===== src/rtl/adder_tree_result_collector.sv =====
// Result collector behind the 128-input adder tree: edge-detected capture into a FIFO,
// valid/ready drain, per-pass row counting. Optional row tags with `define ATC_ROW_TAG_EN.
module adder_tree_result_collector #(
    parameter int DW       = 32,
    parameter int DEPTH    = 8,
    parameter int NUM_ROWS = 256
) (
    input  logic                     clk,
    input  logic                     rst_n,
    input  logic                     ExE_finish,
    input  logic [DW-1:0]            summation,
    input  logic                     pass_start,
    output logic                     res_valid,
    input  logic                     res_ready,
    output logic [DW-1:0]            res_data,
`ifdef ATC_ROW_TAG_EN
    output logic [$clog2(NUM_ROWS)-1:0] res_row,
`endif
    output logic                     pass_done,
    output logic                     overflow,
    output logic [$clog2(DEPTH):0]   level
);

    localparam int AW = $clog2(DEPTH);
    localparam int CW = $clog2(NUM_ROWS) + 1;
    localparam int RW = $clog2(NUM_ROWS);
`ifdef ATC_ROW_TAG_EN
    localparam int EW = DW + RW;
`else
    localparam int EW = DW;
`endif
    localparam logic [CW-1:0] ROWS_MAX = CW'(NUM_ROWS);

    typedef enum logic [1:0] {IDLE, RUN, DONE} state_t;

    state_t        state_q, state_d;
    logic [CW-1:0] count_q, count_d, count_base;
    logic          finish_q;
    logic          overflow_q;
    logic [AW:0]   wr_ptr, rd_ptr;
    logic [EW-1:0] mem [DEPTH];
    logic [EW-1:0] head;
    logic [EW-1:0] entry;
    logic          capture, pop, accept, full, empty, counting;

    assign capture  = ExE_finish & ~finish_q;
    assign empty    = (wr_ptr == rd_ptr);
    assign full     = (wr_ptr[AW-1:0] == rd_ptr[AW-1:0]) && (wr_ptr[AW] != rd_ptr[AW]);
    assign pop      = res_valid & res_ready;
    // A pop in the same edge frees the slot, so a full FIFO can still accept.
    assign accept   = capture & (~full | pop);
    assign counting = (state_q == RUN) || pass_start;
    assign count_base = pass_start ? '0 : count_q;

`ifdef ATC_ROW_TAG_EN
    logic [RW-1:0] row_tag;
    assign row_tag = counting ? count_base[RW-1:0] : '0;
    assign entry   = {row_tag, summation};
`else
    assign entry   = summation;
`endif

    always_comb begin
        count_d = count_base;
        state_d = state_q;
        if (pass_start)
            state_d = RUN;
        if (counting && capture)
            count_d = count_base + 1'b1;
        if (state_d == RUN && count_d == ROWS_MAX)
            state_d = DONE;
    end

    always_ff @(posedge clk or negedge rst_n) begin
        if (!rst_n) begin
            state_q    <= IDLE;
            count_q    <= '0;
            finish_q   <= 1'b0;
            overflow_q <= 1'b0;
            wr_ptr     <= '0;
            rd_ptr     <= '0;
        end else begin
            state_q  <= state_d;
            count_q  <= count_d;
            finish_q <= ExE_finish;
            if (capture && full && !pop)
                overflow_q <= 1'b1;
            if (accept)
                wr_ptr <= wr_ptr + 1'b1;
            if (pop)
                rd_ptr <= rd_ptr + 1'b1;
        end
    end

    always_ff @(posedge clk) begin
        if (accept)
            mem[wr_ptr[AW-1:0]] <= entry;
    end

    assign head      = mem[rd_ptr[AW-1:0]];
    assign res_valid = ~empty;
    assign res_data  = res_valid ? head[DW-1:0] : '0;
`ifdef ATC_ROW_TAG_EN
    assign res_row   = res_valid ? head[EW-1:DW] : '0;
`endif
    assign pass_done = (state_q == DONE);
    assign overflow  = overflow_q;
    assign level     = wr_ptr - rd_ptr;

endmodule


===== config.mk =====
export PLATFORM = sky130hd
export DESIGN_NAME = adder_tree_result_collector
export DESIGN_NICKNAME = d
export VERILOG_FILES = /design/src/rtl/adder_tree_result_collector.sv
export SDC_FILE = /design/constraint.sdc
export NUM_CORES = 1
export LEC_CHECK = 0
export BUFFER_PORTS_ARGS = -buffer_cell sky130_fd_sc_hd__clkbuf_2
export CAP_MARGIN = 10
export CELL_PAD_IN_SITES_DETAIL_PLACEMENT = 0
export CELL_PAD_IN_SITES_GLOBAL_PLACEMENT = 2
export CORE_ASPECT_RATIO = 0.5
export CORE_UTILIZATION = 45
export DETAILED_ROUTE_END_ITERATION = 16
export PLACE_DENSITY = 0.79
export SLEW_MARGIN = 10
export SYNTH_ARGS = -nofsm -noshare
export SYNTH_HDL_FRONTEND = slang
export SYNTH_SLANG_ARGS = --single-unit

===== constraint.sdc =====
create_clock -name clk -period 7.3 [get_ports clk]
set_clock_uncertainty 0.05 [all_clocks]
set_input_delay 1.46 -clock clk [delete_from_list [all_inputs] [get_ports clk]]
set_output_delay 1.46 -clock clk [all_outputs]
set_load 0.005 [all_outputs]

Word-level counts from Yosys, hierarchy flattened
Memory sizes are Yosys's and may differ from the RTL's.
Cells that the tools add are included.
{"block": "word_totals", "ff_bits": 21, "mem_count": 1, "output_inout_bits": 39, "ram_bits": 256, "inputBits": 37, "elab_cells": 39, "romBits": 0, "latchBits": 0}
{"block": "op_classes", "bitwise_logic": 7, "addsub": 4, "shifts": 0, "muxes": 7, "n_lt_le_gt_ge": 0, "eq_ne": 7, "multipliers": 0, "n_reduce_logical": 7, "div_mod_pow": 0}
{"name": "mem", "depth": 8, "width": 32, "rd": 1, "rd_ports_with_merged_regs": 0, "write_ports": 1, "line": "41", "text": "logic [EW-1:0] mem [DEPTH];"}
{"operator": "2-to-1 mux 32 bit", "count": 1}
{"operator": "2-to-1 mux 9 bit", "count": 2}
{"operator": "adder 9 x 1 -> 9 bit (second input constant)", "count": 1}
{"operator": "== test 9 bit (second input constant)", "count": 1}
{"operator": "adder 4 x 1 -> 4 bit (second input constant)", "count": 2}
{"operator": "logical AND 1 bit", "count": 5}
{"operator": "== test 2 x 1 -> 1 bit (second input constant)", "count": 2}
{"operator": "== test 4 bit", "count": 1}
{"operator": "2-to-1 mux 2 bit", "count": 2}
{"operator": "subtractor 4 bit", "count": 1}
{"operator": "bitwise AND 1 bit", "count": 3}
{"operator": "== test 3 bit", "count": 1}
{"operator": "inverter 1 bit", "count": 3}
{"operator": "== test 2 bit (second input constant)", "count": 1}
{"operator": "2-to-1 mux 1 bit", "count": 2}
{"operator": "zero test 1 bit", "count": 1}
{"operator": "logical OR 1 bit", "count": 1}
{"operator": "inequality test 1 bit", "count": 1}
{"operator": "OR 1 bit", "count": 1}

Logic depth before layout (Yosys ltp)
{"block": "logic_depth", "depth_word": 7, "depth_mapped": 10}

Worst setup path after synthesis
No wires, ideal clock.
{"block": "synth_timing", "path_kind": "flip-flop to flip-flop", "from": "reg rd_ptr[1]", "to": "mem mem[0][0] (netlist bit), enable pin", "t_required_ns": 6.789, "setup_slack_ns": 2.612, "path_stages_with_launch": 10, "n_path_buf": 2, "arrival_time_ns": 4.177, "period_less_slack_ns": 4.688, "path_cell_list": "dfrtp_1 > buf_1 > clkbuf_1 > inv_1 > ha_1 > nand3_1 > nor3_1 > nor2_1 > nand2_1 > nor3_1"}
{"block": "synth_between", "elab_chain_len": 7, "word_cells_on_any_way": 10, "cone_classes": "2 x eq/ne; 2 x mux; 5 x bitwise; 1 x reduce/logical"}
{"element": "from (decl)", "line": "40", "text": "logic [AW:0] wr_ptr, rd_ptr;"}
{"element": "from (signal assigned)", "line": "91", "text": "rd_ptr <= rd_ptr + 1'b1;"}
{"element": "== test 4 bit / == test 3 bit (equally long branches)", "line": "47, 48"}
{"element": "inverter 1 bit / logical AND 1 bit (equally long branches)", "line": "101, 48"}
{"element": "bitwise AND 1 bit / inverter 1 bit (equally long branches)", "line": "49, 51"}
{"element": "OR 1 bit (*)", "line": "51", "text": "assign accept = capture & (~full | pop);"}
{"element": "bitwise AND 1 bit (*)", "line": "51"}
{"element": "2-to-1 mux 1 bit (*)", "line": "96", "text": "if (accept)"}
{"element": "2-to-1 mux 1 bit (implied by the code) (*)", "line": "97", "text": "mem[wr_ptr[AW-1:0]] <= entry;"}
{"element": "to (decl)", "line": "41"}
Every way passes the cells marked *; elsewhere a longest branch is shown, timed or not.

Worst setup path in the final report
{"block": "layout_timing", "from": "reg rd_ptr[0]", "to": "out res_data[24]"}
{"block": "layout_between", "elab_chain_len": 2, "word_cells_on_any_way": 3, "cone_classes": "1 x eq/ne; 1 x mux; 1 x memory"}
{"element": "memory read (8 x 32 bit) / == test 4 bit (equally long branches)"}
{"element": "2-to-1 mux 32 bit (*)", "line": "102", "text": "assign res_data = res_valid ? head[DW-1:0] : '0;"}
{"element": "to (decl)", "line": "15", "text": "output logic [DW-1:0] res_data,"}
Marked as above.

==> metrics.cfg <==
[finish]
diodes = 0
syn2layout_area_growth_pct = 14.61
drive_above_1_share = 0.2955
final_common_cell = edfxtp_1
stdcell_count = 994
final_nets = 712
final_cell_mix = 256 x edfxtp_1, 77 x nand2_1, 75 x clkbuf_2

[global_route]
grt_usage = 0.1795
grt_pass1_wl_microns = 33470
grt_max_degree = 64
antenna_found_initial = 2
grt-ovfl-total = 0
grt_pass1_vias = 5602

[placed_design]
dp_cells = 948
portBuffers = 75
place.gp.congestion = 0.7727
dp_hpwl_microns = 11790

[power]
cellLeakagePower_nw = 4.265
power_w = 0.004669
powerDensity_nw_per_um2 = 372.1
vdd_drop_max_mv = 0.2675

[run_status]
outcome = finished, final reports clean

[clocking]
clk_pin_slew_ns = 0.07
h-tree-depth = 1
postCtsSetupRepairBufs = 0
numCtsBuffers = 25
clockBufferDepth = 3
postCtsHoldBufs = 0
cts_tree = yes
clock_latency_ns = 0.53
cts_resized = 0
root_buffer = clkbuf_16
clock_sinks = 277

[synth]
ys_seq_elements = 277
synth.area.top_cells = edfxtp_1 70%, mux4_2 13%, dfrtp_1 4.8%
yosysTopAreaCell = edfxtp_1
synth-async-reset-ratio = 0.07581
synth-edff-count = 256
synth_area_sq_um = 10950
synth_seq_area_share = 0.7502
ys_dominant_reg_cell = edfxtp_1
yosysWarningCount = 0
synth.avg_cell_area_sq_um = 18.81
synth_top_area_frac = 0.7022
ys_types = 41
synthCells = 582
syn_nets = 626

[route]
wl_microns = 21620
ant_nets = 0
vias_per_cell = 5.525
vias = 5492
drt-initial-drc-count = 379
wl_per_cell_microns = 21.75
route.detailed.drc = 0
first_pass_iters = 4

[critical_path]
crit_chain = buf_4 > mux4_2 > nand2_1 > a21oi_1 > clkbuf_2
rrSetupSlack_ns = 3.44
startpoint_type = flip-flop
cpPeakStageDelay_ns = 0.94
cp.arrival_ns = 3.08
worstReg2RegEnd = mem[0][26]$_DFFE_PP_
path_delay_family = flip-flops
slowest_stage = dfrtp_4
required_ns = 5.79
path_buf_inv = 2
path_max_fanout = 39
endpoint_kind = output pin
r2r-start = rd_ptr[0]$_DFFE_PN0P_
ff2ff_path_depth = 7
crit_type = flip-flop to output pin

[floorplan]
coreArea_sq_um = 23320
ios = 76
row_count = 39
die_w_microns = 222.6
die_area_sq_um = 25000
start_util = 0.4694
die_h_microns = 112.3

[worst_hold_path]
hp-start = overflow$_DFFE_PN0P_
hp-class = flip-flop to flip-flop
hold_path_depth = 1
min_to = overflow$_DFFE_PN0P_

[job]
maxCapViolations = 0

[sta]
rsz0062_at_grt = no
setup_violations = 0
worst_pin_slew_ns = 1.021
relSlewSlack = 0.3156
finalCritPeriodShare = 0.6292
slew_violations = 0
hold_viol = 0
fmax_mhz = 217.7
tns_ns = 0
fin_crit_ns = 4.593

[metal layers]
metal  global-route usage  vias to the layer above  wire, microns
li1                     -                     2468              -
met3              0.03639                       28           1091
met2               0.2825                      125          10190
met4              0.03540                        2            292
met1               0.2634                     2869          10030
met5                    0                        -             13
[layout make-up]
type                            instances  area [sq um]
Clock buffer                           28         636.9
Clock inverter                         18         177.7
Fill cell                            1837         10780
Inverter                               12         45.04
Multi-Input combinational cell        264          2613
Sequential cell                       277          8218
Tap cell                              307         384.1
Timing Repair Buffer                   88         473.0
[registers in the layout (all words and copies together), names as in the netlist]
register	flops
overflow	1
state_q	2
wr_ptr	4
mem	256
count_q	9
rd_ptr	4
finish_q	1
[cell usage after synthesis, types with 2 or more instances]
| cell | n |
|---|---|
| a21o_1 | 2 |
| buf_2 | 7 |
| nor3_1 | 6 |
| o21bai_1 | 2 |
| xor2_1 | 4 |
| nor2_1 | 18 |
| nand3_1 | 4 |
| nor2b_1 | 5 |
| a21oi_1 | 34 |
| o21ai_0 | 4 |
| clkbuf_1 | 20 |
| edfxtp_1 | 256 |
| mux4_2 | 64 |
| nor4_1 | 2 |
| xnor2_1 | 12 |
| ha_1 | 6 |
| inv_1 | 12 |
| nand2b_1 | 4 |
| nand2_1 | 77 |
| nand4_1 | 2 |
| dfrtp_1 | 21 |
[worst max-delay path by stage]
stage	from	endpoint	cells after the start
floorplan	rd_ptr[1]$_DFFE_PN0P_	mem[0][0]$_DFFE_PP_	9
global placement	rd_ptr[0]$_DFFE_PN0P_	res_data[24]	5
detailed placement	ExE_finish	mem[0][26]$_DFFE_PP_	6
CTS	rd_ptr[0]$_DFFE_PN0P_	res_data[24]	5
global route	rd_ptr[0]$_DFFE_PN0P_	res_data[13]	5
finish	rd_ptr[0]$_DFFE_PN0P_	res_data[24]	5
[where the power goes]
group          internal (W)  switching [W]
clock network      0.000740       0.000570
logic              0.000647       0.000728
registers           0.00187       0.000116
[per-stage QoR]
step,util,hold WS [ns],instance area (sq um),setup slack [ns]
CTS,0.5379,0.4396,12550,2.588
global placement,0.5030,0.4238,11730,3.155
floorplan,-,0.4010,10950,2.612
finish,0.5379,0.4454,12550,2.707
global route,0.5379,0.4581,12550,2.412
detailed placement,0.5030,0.4244,11730,3.127
[kinds of logic after synthesis]
logic type / Yosys count / synth area share
buffers and inverters: 41 / 0.01554
AO/OA/AOI/OAI: 49 / 0.02537
flip-flops: 277 / 0.7502
adder cells (fa/ha/maj): 7 / 0.008686
XOR/XNOR: 16 / 0.01280
multiplexers: 66 / 0.1341
AND/OR/NAND/NOR: 126 / 0.05337
Note: power is estimated with default switching activity, not from simulation.
